[src/rtl/io_input_port_reader_if.sv]
// io_input_port_reader_if: processor read strobe/address, raw input pins and read/pending results.
interface io_input_port_reader_if #(
  parameter int N = 4,
  parameter int M = 16,
  parameter int W = 4
);
  logic           rd_en;
  logic [N-1:0]   addr;
  logic [M*W-1:0] port_in;
  logic [W-1:0]   rd_data;
  logic           rd_valid;
  logic [M-1:0]   pend;
  logic           pend_any;
  logic [N-1:0]   pend_idx;
  modport master(output rd_en, addr, port_in, input rd_data, rd_valid, pend, pend_any, pend_idx);
  modport slave(input rd_en, addr, port_in, output rd_data, rd_valid, pend, pend_any, pend_idx);
endinterface

[src/rtl/io_input_port_reader.sv]
// io_input_port_reader: synchronized input-port read mux with per-port change-pending flags and lowest-pending encoder.
// Define IO_IN_SYNC_EN for a two-flop synchronizer per input bit; otherwise a single capture register.
module io_input_port_reader #(
  parameter int N = 4,
  parameter int M = 16,
  parameter int W = 4
) (
  input logic clk,
  input logic rst_n,
  io_input_port_reader_if.slave bus
);
`ifdef IO_IN_SYNC_EN
  localparam int SYNC_DEPTH = 2;
`else
  localparam int SYNC_DEPTH = 1;
`endif
  localparam logic [1:0] PRIME_MAX = 2'(SYNC_DEPTH + 1);
  logic [SYNC_DEPTH-1:0][M*W-1:0] sync_q, sync_d;
  logic [M*W-1:0]       port_p_q, port_p_d, port_s;
  logic [1:0]           prime_cnt_q, prime_cnt_d;
  logic [M-1:0]         pend_q, pend_d, change, clr;
  logic [W-1:0]         rd_data_q, rd_data_d;
  logic                 rd_valid_q, rd_valid_d, primed;
  logic [2**N-1:0][W-1:0] port_tab;
  logic [N-1:0]         pend_idx;
  assign port_s = sync_q[SYNC_DEPTH-1];
  assign primed = prime_cnt_q == PRIME_MAX;
  // Addresses beyond the last port read back as zero.
  genvar k;
  for (k = 0; k < 2**N; k++) begin : g_port
    if (k < M) begin : g_in
      assign port_tab[k] = port_s[k*W +: W];
      assign change[k]   = port_s[k*W +: W] != port_p_q[k*W +: W];
    end else begin : g_pad
      assign port_tab[k] = '0;
    end
  end
  always_comb begin
    sync_d[0] = bus.port_in;
    for (int i = 1; i < SYNC_DEPTH; i++) sync_d[i] = sync_q[i-1];
    port_p_d    = port_s;
    prime_cnt_d = primed ? prime_cnt_q : prime_cnt_q + 2'd1;
    clr         = bus.rd_en ? M'(1) << bus.addr : '0;
    // A new edge on the port being read wins over the read's clear.
    pend_d      = (pend_q & ~clr) | (change & {M{primed}});
    rd_valid_d  = bus.rd_en;
    rd_data_d   = bus.rd_en ? port_tab[bus.addr] : rd_data_q;
  end
  always_comb begin
    pend_idx = '0;
    for (int i = M - 1; i >= 0; i--) if (pend_q[i]) pend_idx = N'(i);
  end
  always_ff @(posedge clk or negedge rst_n) begin
    if (!rst_n) begin
      sync_q      <= '0;
      port_p_q    <= '0;
      prime_cnt_q <= '0;
      pend_q      <= '0;
      rd_data_q   <= '0;
      rd_valid_q  <= 1'b0;
    end else begin
      sync_q      <= sync_d;
      port_p_q    <= port_p_d;
      prime_cnt_q <= prime_cnt_d;
      pend_q      <= pend_d;
      rd_data_q   <= rd_data_d;
      rd_valid_q  <= rd_valid_d;
    end
  end
  assign bus.rd_data  = rd_data_q;
  assign bus.rd_valid = rd_valid_q;
  assign bus.pend     = pend_q;
  assign bus.pend_any = |pend_q;
  assign bus.pend_idx = pend_idx;
endmodule

[src/flat_wrapper.sv]
// flat-port wrapper written by rule: the top's interface ports become plain ports
module io_input_port_reader_flat 
#(
  parameter int N = 4,
  parameter int M = 16,
  parameter int W = 4
)
  (clk, rst_n, bus_rd_en, bus_addr, bus_port_in, bus_rd_data, bus_rd_valid, bus_pend, bus_pend_any, bus_pend_idx);
  io_input_port_reader_if #(.N(N), .M(M), .W(W)) bus_i ();
  input logic clk;
  input logic rst_n;
  input wire logic [$bits(bus_i.rd_en)-1:0] bus_rd_en;
  input wire logic [$bits(bus_i.addr)-1:0] bus_addr;
  input wire logic [$bits(bus_i.port_in)-1:0] bus_port_in;
  output wire logic [$bits(bus_i.rd_data)-1:0] bus_rd_data;
  output wire logic [$bits(bus_i.rd_valid)-1:0] bus_rd_valid;
  output wire logic [$bits(bus_i.pend)-1:0] bus_pend;
  output wire logic [$bits(bus_i.pend_any)-1:0] bus_pend_any;
  output wire logic [$bits(bus_i.pend_idx)-1:0] bus_pend_idx;
  assign bus_i.rd_en = bus_rd_en;
  assign bus_i.addr = bus_addr;
  assign bus_i.port_in = bus_port_in;
  assign bus_rd_data = bus_i.rd_data;
  assign bus_rd_valid = bus_i.rd_valid;
  assign bus_pend = bus_i.pend;
  assign bus_pend_any = bus_i.pend_any;
  assign bus_pend_idx = bus_i.pend_idx;
  io_input_port_reader #(.N(N), .M(M), .W(W)) u_core (.clk(clk), .rst_n(rst_n), .bus(bus_i));
endmodule
[config.mk]
export PLATFORM = sky130hd
export DESIGN_NAME = io_input_port_reader_flat
export DESIGN_NICKNAME = d
export VERILOG_FILES = /design/src/rtl/io_input_port_reader_if.sv /design/src/rtl/io_input_port_reader.sv /design/src/flat_wrapper.sv
export SDC_FILE = /design/constraint.sdc
export NUM_CORES = 1
export LEC_CHECK = 0
export ABC_AREA = 0
export CORE_AREA = 3 3 140 142
export DETAILED_ROUTE_END_ITERATION = 7
export DIE_AREA = 0 0 143 145
export HOLD_SLACK_MARGIN = 0.02
export REMOVE_ABC_BUFFERS = 1
export SYNTH_ARGS = -nofsm -noshare
export SYNTH_HDL_FRONTEND = slang
export SYNTH_SLANG_ARGS = --single-unit
[constraint.sdc]
create_clock -name clk -period 1.3 [get_ports clk]
set_input_delay 0.26 -clock clk [delete_from_list [all_inputs] [get_ports clk]]
set_output_delay 0.26 -clock clk [all_outputs]
set_load 0.02 [all_outputs]
# Word-level counts from Yosys, hierarchy flattened
# Cells that the tools add are included.
# totals
latchBits	0
output_inout_bits	26
romBits	0
inputBits	71
register_bits	151
ram_bits	0
memories	0
wordCells	50
# classes
mux	19
addsub	1
n_div	0
reduce_logical	1
bitwise_logic	4
n_mul	0
n_lt_le_gt_ge	1
shifts	1
eq_ne	17
# ops
cell	n
$mux W4	17
$ne A4 B4 Y1	16
$and A16 B16 Y16	2
$bmux W4 S4	1
$mux W16	1
$not A16 Y16	1
$or A16 B16 Y16	1
$reduce_or A16 Y1	1
$shl A1 B4 Y16 const A	1
$lt A4 B5 Y1 const B	1
$add A2 B1 Y2 const B	1
$eq A2 B2 Y1 const B	1

# Logic depth before layout (Yosys ltp)
# Gate-level depths: netlist of the first run.
# depth
word_depth	16
depth_mapped	7
depth_no_buf	5

# Worst setup path after synthesis of the first run
# OpenSTA, ideal clock, no wires.
# synth_timing
path_kind	flip-flop to output port
from	register u_core.pend_q[14], in the netlist u_core.bus.pend[14]
to	output bus_pend_idx[1]
t_required_ns	1.040
path_slack_ns	-0.483
path_stages_with_launch	6
n_path_buf	0
arrival_time_ns	1.523
cell_sequence	dfrtp_1 -> nor2_1 -> o31ai_1 -> a211oi_1 -> o31a_1 -> nor3_1
# synth_between
elab_chain_len	15
# synth_rtl
item	line	source
start, declared	io_input_port_reader.sv:21	logic [M-1:0] pend_q, pend_d, change, clr;
start signal, assigned	io_input_port_reader.sv:65	pend_q <= pend_d;
$mux W4 (15 in a row)	io_input_port_reader.sv:51	for (int i = M - 1; i >= 0; i--) if (pend_q[i]) pend_idx = N'(i);
end, declared	flat_wrapper.sv:19	output wire logic [$bits(bus_i.pend_idx)-1:0] bus_pend_idx;
# No other way between the ends.

# Worst setup path after layout of the first run
# layout_timing
from	register u_core.pend_q[13], in the netlist u_core.bus.pend[13]
to	output bus_pend_idx[1]
# layout_between
elab_chain_len	14
# layout_rtl
item	line
$mux W4 (14 in a row)	io_input_port_reader.sv:51
# No other way between the ends.

==> results of run 1 <==
-- through the flow --
stage	total power (W)	util, %
after floorplan	0.00544	-
after global placement	0.00611	39.7
after detailed placement	0.00614	39.7
after CTS	0.0110	44.4
after global routing	0.0113	44.9
final	0.0109	44.9
-- registers in the layout, indices dropped and copies added, names as in the netlist --
name	count
u_core.prime_cnt_q	2
u_core.bus.pend	16
u_core.bus.rd_valid	1
u_core.port_p_q	64
u_core.bus.rd_data	4
u_core.port_p_d	64
-- Yosys cell counts (all sizes together) (5+ instances only) --
| library cell | n | share of area, % |
|---|---|---|
| o41ai | 16 | 2.5 |
| nor2b | 6 | 0.82 |
| buf | 6 | 1.0 |
| o21ai | 18 | 1.6 |
| xor2 | 64 | 10 |
| dfrtp | 151 | 68 |
| a21oi | 6 | 0.54 |
| nand2b | 6 | 0.68 |
| inv | 5 | 0.34 |
| nand2 | 26 | 1.8 |
| mux2i | 19 | 3.4 |
| a211oi | 8 | 1.2 |
| a221oi | 7 | 1.1 |
| nand3 | 11 | 1.0 |
| nor2 | 9 | 0.61 |
-- cell type report --
cell class / instances / area (um^2)
Sequential cell: 151 / 3780
Tap cell: 234 / 293
Timing Repair Buffer: 189 / 1760
Inverter: 5 / 18.8
Clock inverter: 11 / 124
Clock buffer: 20 / 447
Multi-Input combinational cell: 219 / 1930
Fill cell: 1628 / 10200
-- how the worst min path moves through the flow --
stage / from / to / depth (start not counted)
4_1_cts: bus_port_in[54] / u_core.port_p_d[54] / 1
3_5_place_dp: rst_n / u_core.port_p_d[25] / 1
2_1_floorplan: rst_n / u_core.bus.pend[0] / 0
3_3_place_gp: rst_n / u_core.port_p_d[17] / 1
6_report: bus_port_in[54] / u_core.port_p_d[54] / 1
5_1_grt: bus_port_in[30] / u_core.port_p_d[30] / 1
-- power by group through the flow --
stage / Combinational (W) / Sequential [W] / Clock (W)
floorplan: 0.000283 / 0.00516 / 0
global placement: 0.000947 / 0.00517 / 0
detailed placement: 0.000965 / 0.00517 / 0
CTS: 0.00101 / 0.00509 / 0.00490
global route: 0.00111 / 0.00511 / 0.00512
finish: 0.00102 / 0.00509 / 0.00479
-- metal layers --
| layer | part of all wire, % | up-vias | GRT usage [%] |
|---|---|---|---|
| li1 | - | 1741 | - |
| met1 | 42 | 1850 | 18.0 |
| met2 | 51 | 86 | 24.3 |
| met3 | 5.2 | 22 | 4.91 |
| met4 | 1.8 | 0 | 4.75 |
| met5 | 0 | - | 0 |
-- timing repair --
action | 4_1_cts | 5_1_grt
hold buffers | 1 | 0
gates resized for setup | 159 | 29
pin swaps | 12 | 5
endpoints found under the hold margin | 33 | 0
buffers inserted | 11 | 7
setup endpoints to repair | 40 | 39
-- cells in the final DEF (no fill, tap or decap), types with 5 or more instances in the layout --
cell type	instances
nand3_1	10
xor2_1	63
nand2_1	22
buf_4	72
nand2b_1	6
clkbuf_16	17
clkdlybuf4s50_1	66
mux2i_1	19
nor2_1	7
o41ai_2	14
inv_1	5
a211oi_1	5
dfrtp_1	149
buf_6	37
o21ai_0	14
a21oi_1	6
buf_2	7
-- cells by family (layout without fill, tap and decap cells) --
logic type / Yosys count / in the layout / share of synthesized area, %
AOI/OAI and AO/OA: 61 / 61 / 7.85
DFF: 151 / 151 / 68.5
and+or+nand+nor: 69 / 69 / 6.21
buffers and inverters: 14 / 225 / 1.61
xor gates and xnor gates: 65 / 65 / 10.3
muxes: 23 / 23 / 5.28
adders and majority gates: 1 / 1 / 0.227
==> metrics.yaml, run 1 <==
final_layout:
  drive_above_1_share_pct: 32.4
  num_antenna_cells: 0
  area_growth_pct: 51.4
  instances_no_fill: 829
  final_nets: 655
  final_area_um2: 8350
power:
  power_frac_clock_pct: 44.0
  p_per_area_nw_per_um2: 1310
  peakVddDrop_v: 0.000886
  seqPwrFrac_pct: 46.7
  p_sw_share_pct: 23.5
  switchingPower_w: 0.00256
  p_leak_nw: 3.74
  p_int_w: 0.00834
  pwr-share-comb_pct: 9.4
routing:
  drt-pass1-iter-count: 4
  drt_drc_violations_left: 0
  vias: 3699
  drtIter0Drc: 209
  wl_per_cell_um: 17.6
  wirelength_um: 14600
  viasPerCell: 4.46
  ant_nets: 0
clock_tree:
  cts.sinks: 151
  htree_num_levels: 4
  clk_latency_ns: 0.42
  cts_buffer_depth: 2
  cts_tree: "yes"
  numCtsBuffers: 17
  path_clk_slew_ns: 0.06
  clockRootBuffer: "clkbuf_16"
sta:
  drv_slew: 0
  period_needed_ns: 2.06
  rsz0062_at_grt: "yes"
  hold_violations: 0
  slew_headroom_pct: 74.1
  tightest_slew_ns: 0.388
  setup_ws_ns: -0.763
  clock_skew_ns: 0.00840
  setup_viol: 23
  hold_ws_ns: 0.268
  finalSetupTns_ns: -4.61
  timing.fmax_ghz: 0.485
  finalCritPeriodShare_pct: 159
setup_path:
  worstSetupPathType: "flip-flop to output port"
  critPathCapture: "bus_pend_idx[1]"
  cp_num_cells: 5
  slowest_delay_ns: 0.40
  r2r_setup_slack_ns: -0.10
  cp-start-kind: "flip-flop"
  required_ns: 1.04
  crit_family: "compound AO/OA/AOI/OAI gates"
  end_kind: "output port"
  path_cells: "o31ai_1 -> a211oi_1 -> o31a_1 -> nor3_2 -> buf_4"
  crit_arrival_ns: 1.80
  regToRegStartpoint: "u_core.port_p_d[9]"
  crit_buf_inv: 1
  worst-path-max-fanout: 4
  r2r-end: "u_core.bus.rd_data[1]"
  worstRegToRegCells: 4
  crit_start: "u_core.bus.pend[13]"
  crit_slowest_cell: "dfrtp_1"
die:
  die_x_um: 143
  fp.dieH_um: 145
  core_area_um2: 18600
  rows: 50
  dieArea_um2: 20700
  initial_core_util_pct: 29.7
  io_pins: 97
yosys:
  synth_flop_cell: "dfrtp_1"
  async_reset_ff_share_pct: 100
  synth_edf_count: 0
  syn_area_um2: 5520
  synth-seq-cells: 151
  synth_seq_area_share_pct: 68.5
  syn_avg_cell_area_um2: 14.4
  yosys_warnings: 0
  synth_cells: 384
  synth.distinct_cells: 40
global_route:
  grt_pass1_vias: 4211
  gr-usage-all-layers_pct: 14.7
  antenna_found_initial: 0
  grt-ovfl-total: 0
  grt_pass1_wl_um: 23000
  grt_max_degree: 44
min_path:
  hp-class: "input port to flip-flop"
placement:
  gp_congestion: 0.850
  pre_cts_slack_ns: -0.953
  hpwlAfterDp_um: 10600
  io_buffers: 96
  postPlaceCellArea_um2: 7370
  dp.cells: 791
run_status:
  violations: "setup timing"
  status: "complete, but fails checks"
run:
  maxCapViolCount: 0
No activity file was read; power rests on OpenSTA's default activity.
==> run 2, diff against run 1 <==
Settings changed: CORE_AREA 3 3 140 142 to 3 3 113 115, DIE_AREA 0 0 143 145 to 0 0 116 118, PLACE_DENSITY set to 0.74.
==> run 2 against run 1 <==
Effect of this change: the run still ends with setup timing left; critical path depth did not move; combinational power barely moved; via count is 1.9% higher; cell area shrank 1.2%; worst hold slack better by 0.0044 ns; register-to-register slack improved by 0.03 ns; cell count shrank 11%; clock power rose by 1%; critical path type unchanged; critical endpoint unchanged.
==> metrics.yaml, run 2 (synthesis results as in run 1) <==
final_layout:
  mostFrequentLayoutCells: "dfrtp_1 (146), buf_4 (74), clkdlybuf4s50_1 (66), xor2_1 (64), buf_6 (34)"
  instances_no_fill: 739  # -11%
  nFillCells: 803  # -51%
  drive_above_1_share_pct: 33.4  # +1.0 points
  final_nets: 652  # -0.46%
  final_common_cell: "dfrtp_1"
  area_growth_pct: 49.6
  num_antenna_cells: 0  # unchanged
min_path:
  hold_start: "bus_port_in[15]"
  min_path_cells: 1  # unchanged
  hp-class: "input port to flip-flop"
  holdPathEnd: "u_core.port_p_d[15]"
die:
  core_area_um2: 11900  # -36%
  io_pins: 97  # unchanged
  fp.dieH_um: 118  # -19%
  dieArea_um2: 13700  # -34%
  rows: 40  # -20%
  die_x_um: 116  # -19%
  initial_core_util_pct: 46.3  # +17 points
global_route:
  grt_pass1_wl_um: 21700  # -5.8%
  antenna_found_initial: 0  # unchanged
  grt-ovfl-total: 0  # unchanged
  gr-usage-all-layers_pct: 21.1  # +6.4 points
  grt_max_degree: 45  # +2.3%
  grt_pass1_vias: 4112  # -2.4%
sta:
  rsz0062_at_grt: "yes"
  clock_skew_ns: 0.00806  # -0.000343 ns
  setup_ws_ns: -0.726  # +0.0371 ns
  drv_slew: 0  # unchanged
  period_needed_ns: 2.03  # -0.0371 ns
  slew_headroom_pct: 75.5  # +1.4 points
  finalCritPeriodShare_pct: 156  # -2.9 points
  timing.fmax_ghz: 0.494  # +1.8%
  tightest_slew_ns: 0.358  # -0.0308 ns
  setup_viol: 24  # +4.3%
  hold_violations: 0  # unchanged
routing:
  drtIter0Drc: 275  # +32%
  wl_per_cell_um: 18.5  # +5.3%
  drt-pass1-iter-count: 4  # unchanged
  drt_drc_violations_left: 0  # unchanged
  vias: 3771  # +1.9%
  ant_nets: 0  # unchanged
  viasPerCell: 5.10  # +14%
  wirelength_um: 13700  # -6.2%
setup_path:
  worstSetupPathType: "flip-flop to output port"
  crit_start: "u_core.bus.pend[13]"
  crit_buf_inv: 1  # unchanged
  r2r-end: "u_core.bus.rd_data[1]"
  crit_slowest_cell: "dfrtp_1"
  cp-start-kind: "flip-flop"
  crit_family: "compound AO/OA/AOI/OAI gates"
  required_ns: 1.04  # about the same
  slowest_delay_ns: 0.41  # about the same
  worstRegToRegCells: 4  # unchanged
  regToRegStartpoint: "u_core.port_p_d[13]"
  r2r_setup_slack_ns: -0.07  # +0.03 ns
  worst-path-max-fanout: 3  # -1
  end_kind: "output port"
  path_cells: "o31ai_1 -> a211oi_1 -> o31a_1 -> nor3_2 -> buf_4"
  crit_arrival_ns: 1.77  # -0.03 ns
placement:
  gp_congestion: 0.845  # -0.59%
  hpwlAfterDp_um: 9380  # -12%
  dp.cells: 693  # -12%
  pre_cts_slack_ns: -0.761  # +0.192 ns
  io_buffers: 96  # unchanged
clock_tree:
  numCtsBuffers: 17  # unchanged
  clk_latency_ns: 0.42  # about the same
  cts.sinks: 151  # unchanged
  htree_num_levels: 4  # unchanged
  cts_buffer_depth: 2  # unchanged
  clockRootBuffer: "clkbuf_16"
  path_clk_slew_ns: 0.06  # about the same
  cts_tree: "yes"
run_status:
  violations: "setup timing"
  status: "complete, but fails checks"
power:
  p_per_area_nw_per_um2: 1330  # +1.8%
  p_leak_nw: 3.71  # -0.90%
  peakVddDrop_v: 0.00143  # +61%
run:
  maxCapViolCount: 0  # unchanged
## run 2: worst max-delay path by stage
stage	to	depth (start not counted)
after global routing	bus_pend_idx[1]	6
after CTS	bus_pend_idx[1]	6
final	bus_pend_idx[1]	5
after floorplan	bus_pend_idx[1]	5
after detailed placement	bus_pend_idx[1]	6
after global placement	bus_pend_idx[1]	6
## run 2: what timing repair did
action | in CTS | in global routing
gates resized for setup | 193 | 33
cloned | 0 | 0
endpoints found under the hold margin | 54 | 0
buffers inserted | 7 | 15
hold buffers | 1 | 0
setup endpoints to repair | 48 | 43
pin swaps | 18 | 7
## run 2: through the flow
stage	setup TNS (ns)	hold slack, ns	instance area, um^2	utilization [%]	power [W]
2_1_floorplan	-1.56	-0.0356	5450	-	0.00544
3_3_place_gp	-11.34	0.159	7200	60.5	0.00607
3_5_place_dp	-11.83	0.165	7200	60.5	0.00610
4_1_cts	-4.19	0.260	8020	67.3	0.0110
5_1_grt	-5.68	0.253	8250	69.3	0.0114
6_report	-4.24	0.273	8250	69.3	0.0110
## run 2: power breakdown
group	total (W)	internal [W]	leakage (nW)	switching, W
Sequential	0.00510	0.00493	1.71	0.000173
Clock	0.00484	0.00288	0.268	0.00196
Combinational	0.00102	0.000551	1.73	0.000469
## run 2: routing by layer
layer / part of all wire [%] / vias to the layer above / GRT usage (%) / wire [um]
li1: - / 1733 / - / -
met1: 42 / 1900 / 28.1 / 5730
met2: 51 / 116 / 32.8 / 6990
met3: 5.6 / 22 / 5.96 / 766
met4: 1.6 / 0 / 8.34 / 214
met5: 0 / - / 0 / 0
## run 2: cell type report
type	count	area (um^2)	area share [%]
sequential	151	3780	45.9
multi-input combinational	219	1930	23.3
tap	147	184	2.23
clock buffer	18	439	5.32
inverter	5	18.8	0.227
clock inverter	13	149	1.80
timing repair buffer	186	1750	21.2
